File: config.mk
export PLATFORM = sky130hd
export DESIGN_NAME = if_prefetch_queue
export DESIGN_NICKNAME = d
export VERILOG_FILES = /design/src/rtl/if_pkg.sv /design/src/rtl/prefetch_fifo.sv /design/src/rtl/if_prefetch_queue.sv
export SDC_FILE = /design/constraint.sdc
export NUM_CORES = 1
export LEC_CHECK = 0
export CORE_MARGIN = 5
export CORE_UTILIZATION = 41
export DETAILED_ROUTE_END_ITERATION = 12
export GPL_ROUTABILITY_DRIVEN = 0
export SETUP_SLACK_MARGIN = 0.4
export SLEW_MARGIN = 20
export SYNTH_ARGS = -nofsm -noshare
export SYNTH_HDL_FRONTEND = slang
export SYNTH_HIERARCHICAL = 1
export SYNTH_SLANG_ARGS = --single-unit
File: constraint.sdc
create_clock -name clk -period 4.25 [get_ports clk]
set_input_delay 0.6375 -clock clk [delete_from_list [all_inputs] [get_ports clk]]
set_output_delay 0.6375 -clock clk [all_outputs]
set_load 0.01 [all_outputs]
File: src/rtl/if_pkg.sv
// ---------------------------------------------------------------------------
// if_pkg
// Shared definitions for the instruction-fetch prefetch queue.
//   WORD_WIDTH        width of instruction words and PCs
//   PC_STEP           distance between consecutive instruction addresses
//   RESET_PC_DEFAULT  default first fetch address after reset
//   fetch_entry_t     one queued instruction: {pc4, code}
//   next_pc()         sequential PC advance, modulo 2^32
// ---------------------------------------------------------------------------
package if_pkg;

    localparam int WORD_WIDTH = 32;

    localparam logic [WORD_WIDTH-1:0] PC_STEP = 32'd4;

    localparam logic [WORD_WIDTH-1:0] RESET_PC_DEFAULT = 32'h0000_0000;

    typedef struct packed {
        logic [WORD_WIDTH-1:0] pc4;
        logic [WORD_WIDTH-1:0] code;
    } fetch_entry_t;

    // Wraps naturally at the top of the address space (0xFFFF_FFFC -> 0x0).
    function automatic logic [WORD_WIDTH-1:0] next_pc(input logic [WORD_WIDTH-1:0] pc);
        return pc + PC_STEP;
    endfunction

endpackage

File: src/rtl/prefetch_fifo.sv
// ---------------------------------------------------------------------------
// prefetch_fifo
// Synchronous FIFO of fetch_entry_t holding returned instructions.
// Ports:
//   clk      rising-edge clock
//   reset    asynchronous, active-low reset
//   flush    empty the FIFO (wins over push and pop)
//   push     write push_data at the tail
//   push_data entry to write
//   pop      advance the head
//   full     count == DEPTH
//   empty    count == 0
//   count    number of valid entries (0..DEPTH)
//   head     entry at the head (meaningful only while !empty)
// DEPTH must be a power of two, at least 2.
// ---------------------------------------------------------------------------
module prefetch_fifo
    import if_pkg::*;
#(
    parameter int DEPTH = 4
) (
    input  logic                   clk,
    input  logic                   reset,
    input  logic                   flush,
    input  logic                   push,
    input  fetch_entry_t           push_data,
    input  logic                   pop,
    output logic                   full,
    output logic                   empty,
    output logic [$clog2(DEPTH):0] count,
    output fetch_entry_t           head
);

    localparam int AW = $clog2(DEPTH);
    localparam int CW = $clog2(DEPTH) + 1;

    logic [AW-1:0] wr_ptr_q, wr_ptr_d;
    logic [AW-1:0] rd_ptr_q, rd_ptr_d;
    logic [CW-1:0] count_q, count_d;
    fetch_entry_t  mem_q [DEPTH];

    logic do_push;
    logic do_pop;

    assign full  = (count_q == CW'(DEPTH));
    assign empty = (count_q == '0);
    assign count = count_q;
    assign head  = mem_q[rd_ptr_q];

    // A push into a full FIFO is only honoured when the head leaves in the
    // same cycle; a pop of an empty FIFO is ignored.
    assign do_push = push && (!full || pop);
    assign do_pop  = pop && !empty;

    always_comb begin
        wr_ptr_d = wr_ptr_q;
        rd_ptr_d = rd_ptr_q;
        count_d  = count_q;
        if (flush) begin
            wr_ptr_d = '0;
            rd_ptr_d = '0;
            count_d  = '0;
        end else begin
            if (do_push) begin
                wr_ptr_d = wr_ptr_q + AW'(1);
            end
            if (do_pop) begin
                rd_ptr_d = rd_ptr_q + AW'(1);
            end
            count_d = count_q + CW'(do_push) - CW'(do_pop);
        end
    end

    always_ff @(posedge clk or negedge reset) begin
        if (!reset) begin
            wr_ptr_q <= '0;
            rd_ptr_q <= '0;
            count_q  <= '0;
        end else begin
            wr_ptr_q <= wr_ptr_d;
            rd_ptr_q <= rd_ptr_d;
            count_q  <= count_d;
        end
    end

    always_ff @(posedge clk or negedge reset) begin
        if (!reset) begin
            for (int i = 0; i < DEPTH; i++) begin
                mem_q[i] <= '0;
            end
        end else if (!flush && do_push) begin
            mem_q[wr_ptr_q] <= push_data;
        end
    end

endmodule

File: src/rtl/if_prefetch_queue.sv
// ---------------------------------------------------------------------------
// if_prefetch_queue
// Instruction-fetch front end feeding the IF/ID register. Issues sequential
// fetch requests, buffers in-order responses tagged with PC+4, and hands them
// to ID under valid/ready. A redirect flushes the queue, restarts fetch at
// redirect_pc and discards every response still owed by the memory.
//
// Ports:
//   clk             rising-edge clock
//   reset           asynchronous, active-low reset
//   redirect_valid  flush and restart at redirect_pc
//   redirect_pc     new fetch address (word-aligned)
//   imem_req_valid  fetch request valid
//   imem_req_ready  memory accepts the request
//   imem_req_addr   fetch address
//   imem_rsp_valid  in-order instruction response, no backpressure
//   imem_rsp_data   instruction word
//   inst_valid      queue head valid
//   inst_ready      ID consumes the head
//   inst_code       head instruction
//   inst_pc4        head instruction address + 4
//
// Optional feature macro: IF_PREFETCH_BYPASS_EN
//   Defined   : a kept response arriving while the queue is empty is shown on
//               inst_* in the same cycle and skips the queue if consumed.
//   Undefined : inst_* come only from the queue head (one cycle latency).
// ---------------------------------------------------------------------------
module if_prefetch_queue
    import if_pkg::*;
#(
    parameter int          DEPTH        = 4,
    parameter int          MAX_INFLIGHT = 4,
    parameter logic [31:0] RESET_PC     = RESET_PC_DEFAULT
) (
    input  logic        clk,
    input  logic        reset,
    input  logic        redirect_valid,
    input  logic [31:0] redirect_pc,
    output logic        imem_req_valid,
    input  logic        imem_req_ready,
    output logic [31:0] imem_req_addr,
    input  logic        imem_rsp_valid,
    input  logic [31:0] imem_rsp_data,
    output logic        inst_valid,
    input  logic        inst_ready,
    output logic [31:0] inst_code,
    output logic [31:0] inst_pc4
);

    localparam int CW = $clog2(DEPTH) + 1;
    localparam int IW = $clog2(MAX_INFLIGHT) + 1;
    localparam int SW = ((CW > IW) ? CW : IW) + 1;

    logic [31:0]   fetch_pc_q, fetch_pc_d;
    logic [31:0]   rsp_pc_q, rsp_pc_d;
    logic [IW-1:0] inflight_q, inflight_d;
    logic [IW-1:0] drop_q, drop_d;
    logic          run_q;
    fetch_entry_t  last_q, last_d;

    logic          fifo_push;
    logic          fifo_pop;
    logic          fifo_full;
    logic          fifo_empty;
    logic [CW-1:0] fifo_count;
    fetch_entry_t  fifo_head;

    logic          req_fire;
    logic          rsp_keep;
    logic [SW-1:0] pending;
    logic          credit_ok;
    fetch_entry_t  rsp_entry;
    fetch_entry_t  out_entry;

    // Queue slots already promised: stored entries plus responses still owed
    // that will actually be kept (stale ones are excluded).
    assign pending   = SW'(fifo_count) + SW'(inflight_q) - SW'(drop_q);
    assign credit_ok = (inflight_q < IW'(MAX_INFLIGHT)) && (pending < SW'(DEPTH));

    // run_q keeps the request port quiet while reset is asserted; fetching
    // starts on the first clock after release.
    assign imem_req_valid = run_q && !redirect_valid && credit_ok;
    assign imem_req_addr  = fetch_pc_q;
    assign req_fire       = imem_req_valid && imem_req_ready;

    // A response is kept only when nothing stale is still outstanding and no
    // redirect is flushing this cycle.
    assign rsp_keep  = imem_rsp_valid && (drop_q == '0) && !redirect_valid;
    assign rsp_entry = '{pc4: next_pc(rsp_pc_q), code: imem_rsp_data};

    assign fifo_pop = !fifo_empty && inst_ready && !redirect_valid;

`ifdef IF_PREFETCH_BYPASS_EN
    logic bypass;

    // Empty queue: present the arriving word directly; it only enters the
    // queue if ID does not take it this cycle.
    assign bypass     = fifo_empty && rsp_keep;
    assign inst_valid = !fifo_empty || bypass;
    assign out_entry  = bypass ? rsp_entry : (fifo_empty ? last_q : fifo_head);
    assign fifo_push  = rsp_keep && !(bypass && inst_ready) && (!fifo_full || fifo_pop);
`else
    assign inst_valid = !fifo_empty;
    assign out_entry  = fifo_empty ? last_q : fifo_head;
    assign fifo_push  = rsp_keep && (!fifo_full || fifo_pop);
`endif

    assign inst_code = out_entry.code;
    assign inst_pc4  = out_entry.pc4;

    // Next-state for PCs and the outstanding/stale request counters. On a
    // redirect every request still owed (minus one answered this cycle) turns
    // stale; requests are blocked during redirect so none is added.
    always_comb begin
        fetch_pc_d = fetch_pc_q;
        rsp_pc_d   = rsp_pc_q;
        inflight_d = inflight_q + IW'(req_fire) - IW'(imem_rsp_valid);
        drop_d     = drop_q;
        last_d     = last_q;

        if (redirect_valid) begin
            fetch_pc_d = redirect_pc;
            rsp_pc_d   = redirect_pc;
            drop_d     = inflight_q - IW'(imem_rsp_valid) + IW'(req_fire);
        end else begin
            if (req_fire) begin
                fetch_pc_d = next_pc(fetch_pc_q);
            end
            if (rsp_keep) begin
                rsp_pc_d = next_pc(rsp_pc_q);
            end
            if (imem_rsp_valid && (drop_q != '0)) begin
                drop_d = drop_q - IW'(1);
            end
        end

        // inst_code/inst_pc4 keep showing the last presented entry while the
        // queue is empty.
        if (inst_valid) begin
            last_d = out_entry;
        end
    end

    always_ff @(posedge clk or negedge reset) begin
        if (!reset) begin
            fetch_pc_q <= RESET_PC;
            rsp_pc_q   <= RESET_PC;
            inflight_q <= '0;
            drop_q     <= '0;
            run_q      <= 1'b0;
            last_q     <= '0;
        end else begin
            fetch_pc_q <= fetch_pc_d;
            rsp_pc_q   <= rsp_pc_d;
            inflight_q <= inflight_d;
            drop_q     <= drop_d;
            run_q      <= 1'b1;
            last_q     <= last_d;
        end
    end

    prefetch_fifo #(
        .DEPTH(DEPTH)
    ) u_fifo (
        .clk      (clk),
        .reset    (reset),
        .flush    (redirect_valid),
        .push     (fifo_push),
        .push_data(rsp_entry),
        .pop      (fifo_pop),
        .full     (fifo_full),
        .empty    (fifo_empty),
        .count    (fifo_count),
        .head     (fifo_head)
    );

endmodule

==> metrics.txt, run 1 <==
post-synthesis instance total 1398; Crit path largest cell delay approximately 0.58 ns; Layout area overhead 19.2%; xor/xnor share of the synthesized area 0.0317; peak supply drop about 0.28 mV; reg2reg start inflight_q[1]; Async S/R FF share, synth 1.00; setup tns final 0 ns; cts hold-fix bufs 0; initial detailed-routing violation count 616; number of global-route vias before repair about 13000; crit path buf inv count 3; CTS H-tree depth 2; Syn Area/Cell between 10 and 15 um^2; FF-to-FF path depth 16; Routed WL 44.8 mm; Worst Hold Class in2async; Req. time, crit path 3.61 ns; via density per instance about 5.4; Worst R2R Setup Slack between 0.5 and 0.6 ns; initial core utilization 0.416; DR vias 11800; multiplexer share of the synthesized area 0.327; fin nets 1643; detailed placer's ending HPWL about 28 mm; Post-DRT Antenna Nets 0; status completed; critical path type reg2out; clock skew around 0.017 ns; Yosys top cell by area dfrtp_1; Slew HR 0.434; share of cells above drive strength 1 0.356; CTS tree done; Clock Path Buffers 3; Syn Std Cell Area approximately 0.02 mm^2; Syn Nets between 1000 and 1500; Synth top area share 0.501; worst slew pin tran between 0.8 and 0.9 ns; MaxCap Viol Count 0; fmax approximately 0.27 GHz; Row Count 80; GRT Util Overall 0.169; Final Max Tran Viols 0; Simple-Gate Fraction of Synth Area 0.0655; register area share after synthesis 0.501; RSZ-0062 raised after global routing false; Wirelength per Cell approximately 20 um; Residual DRC 0; initial antenna violation count 0; CP delay by family, top adder cells; clock sink count just under 400; number of synthesized flops with an enable pin 0; Synth Area in Compound Gates 0.0304; leading cell types in the layout, fill and taps excluded dfrtp_1 (395), mux2_2 (204), mux2_4 (180), clkdlybuf4s50_1 (164), nand2_1 (68); Die Ht roughly 230 um; area of the core approximately 0.048 mm^2; design area 0.0237 mm^2; root buf cell clkbuf_16; First-pass DRT Iterations 5; die width approximately 230 um; CP Capture Type output pin; total power 12.6 mW; total congestion overflow 0; Yosys reg bits 398; first-pass GRT wire length slightly above 70 mm; largest net degree at the start of global routing ~140; Data arrival, critical path ~3.1 ns; clock-pin slew on the worst setup and hold paths around 0.060 ns; CP max stage cell or4_4; worst-path fanout max 3; adder-cell share of the synthesized area 0.0135; Final Hold Vio Count 0; Final setup viols 0; warnings from Yosys 6; commonest non-fill, non-tap cell in the layout dfrtp_1; Synth Flop Type dfrtp_1; TritonCTS buffer count 44; Placed Area ~0.022 mm^2; worst path cell trace inv_2, fa_1, inv_1, ha_1, and3b_1, or4_4, a21boi_2, dlygate4sd2_1; Skew-Pair Late Insertion Delay between 0.5 and 0.6 ns; Leakage 10.4 nW; Power Density approximately 530 mW/mm^2; die area between 0.05 and 0.06 mm^2; count of distinct cell types in the synthesized netlist 60; combinational family with the most area after synthesis multiplexers; top cells by area, synth dfrtp_1 (50%), mux2_4 (14%), mux2_2 (12%); crit share post-route 0.868; Final min period between 3 and 4 ns; CP Launch Type flop; I/O pins 168; port buffer count between 150 and 200; worst r2r dst drop_q[2]
[area by class of cell]
type / instances / area [um^2]
inverters: 31 / 116
clock inverters: 14 / 203
diodes: 1 / 2.50
clock buffers: 60 / 1230
flip-flops and latches: 398 / 9970
fillers: 4145 / 24100
repair buffers: 196 / 2050
well taps: 615 / 769
multi-input cells: 883 / 9380
[worst reg2reg max path: cells and delay by family, from the launching register on]
kind                       cells  cell delay, ns
xor gates and xnor gates       2            0.34
DFF                            1            0.37
buffers and inverters          4            0.20
AOI/OAI and AO/OA              2            0.24
and+or+nand+nor                3            0.84
adders and majority gates      5            1.58
[state kept, by name, summed over array words and instances, names as in the netlist]
name             count
u_fifo/rd_ptr_q      2
run_q                1
last_q              64
imem_req_addr       32
u_fifo/count         3
u_fifo/wr_ptr_q      2
rsp_pc_q            32
u_fifo/mem_q       256
drop_q               3
inflight_q           3
[per-layer routing]
| layer | share of wire | vias to the layer above | GRT usage |
|---|---|---|---|
| li1 | - | 5404 | - |
| met5 | 0 | - | 0 |
| met2 | 0.46 | 235 | 0.268 |
| met4 | 0.015 | 0 | 0.0342 |
| met1 | 0.48 | 6085 | 0.244 |
| met3 | 0.045 | 56 | 0.0357 |
[cells by family after synthesis]
kind of cell | after synthesis
muxes | 454
DFF | 398
and+or+nand+nor | 244
buffers and inverters | 117
AOI/OAI and AO/OA | 93
xor gates and xnor gates | 72
adders and majority gates | 19
other | 1
[stage by stage]
step                setup WS (ns)  hold WS (ns)  cells   util
detailed placement          0.420         0.473   2120  0.465
global placement            0.445         0.463   2120  0.465
CTS                         0.440        0.0454   2195  0.495
global route                0.393        0.0749   2197  0.496
finish                      0.561        0.0422   2198  0.496
floorplan                   0.353         0.342   1398      -
[worst max path at each step]
stage	from	end	slack, ns	cells past startpoint
5_1_grt	inflight_q[1]	drop_q[2]	0.39	16
4_1_cts	inflight_q[1]	imem_req_valid	0.44	8
3_5_place_dp	inflight_q[1]	drop_q[2]	0.42	16
6_report	inflight_q[1]	imem_req_valid	0.56	8
3_3_place_gp	u_fifo/count[1]	drop_q[2]	0.45	16
2_1_floorplan	u_fifo/count[1]	drop_q[2]	0.35	19
[power by group]
part           switching, mW  internal (mW)
Clock                   1.52           2.32
Combinational           1.48           2.27
Sequential             0.470           4.56
Total                   3.47           9.16
[cell usage after synthesis (all sizes together), types with 2 or more instances]
library cell and instances:
a211o 7, a211oi 3, a21boi 4, a21o 3, a21oi 14, a221o 3
a31oi 7, and2 5, and3 11, and4 9, buf 47, clkbuf 39
dfrtp 398, fa 4, ha 15, inv 31, mux2 389, mux4 64
nand2 68, nand2b 5, nand3 41, nand4 24, nand4b 2, nor2 27
nor2b 2, nor3 19, nor3b 2, nor4 10, nor4bb 4, o211ai 3
o21ai 35, o31a 2, o31ai 6, or2 2, or3 5, or4 5
xnor2 34, xor2 38
[repair_timing]
action	4_1_cts	5_1_grt
setup buffers	1	2
pin swaps	0	3
resized for setup	3	3
endpoints found under the setup margin	2	2
(Power assumes the default switching activity.)
==> inputs of run 2 (changes only) <==
CAP_MARGIN = 20   (was not set)
SLEW_MARGIN = not set   (was 20)
==> results of run 2 <==
The final DEF is identical to that of run 1; final timing and power are the same.
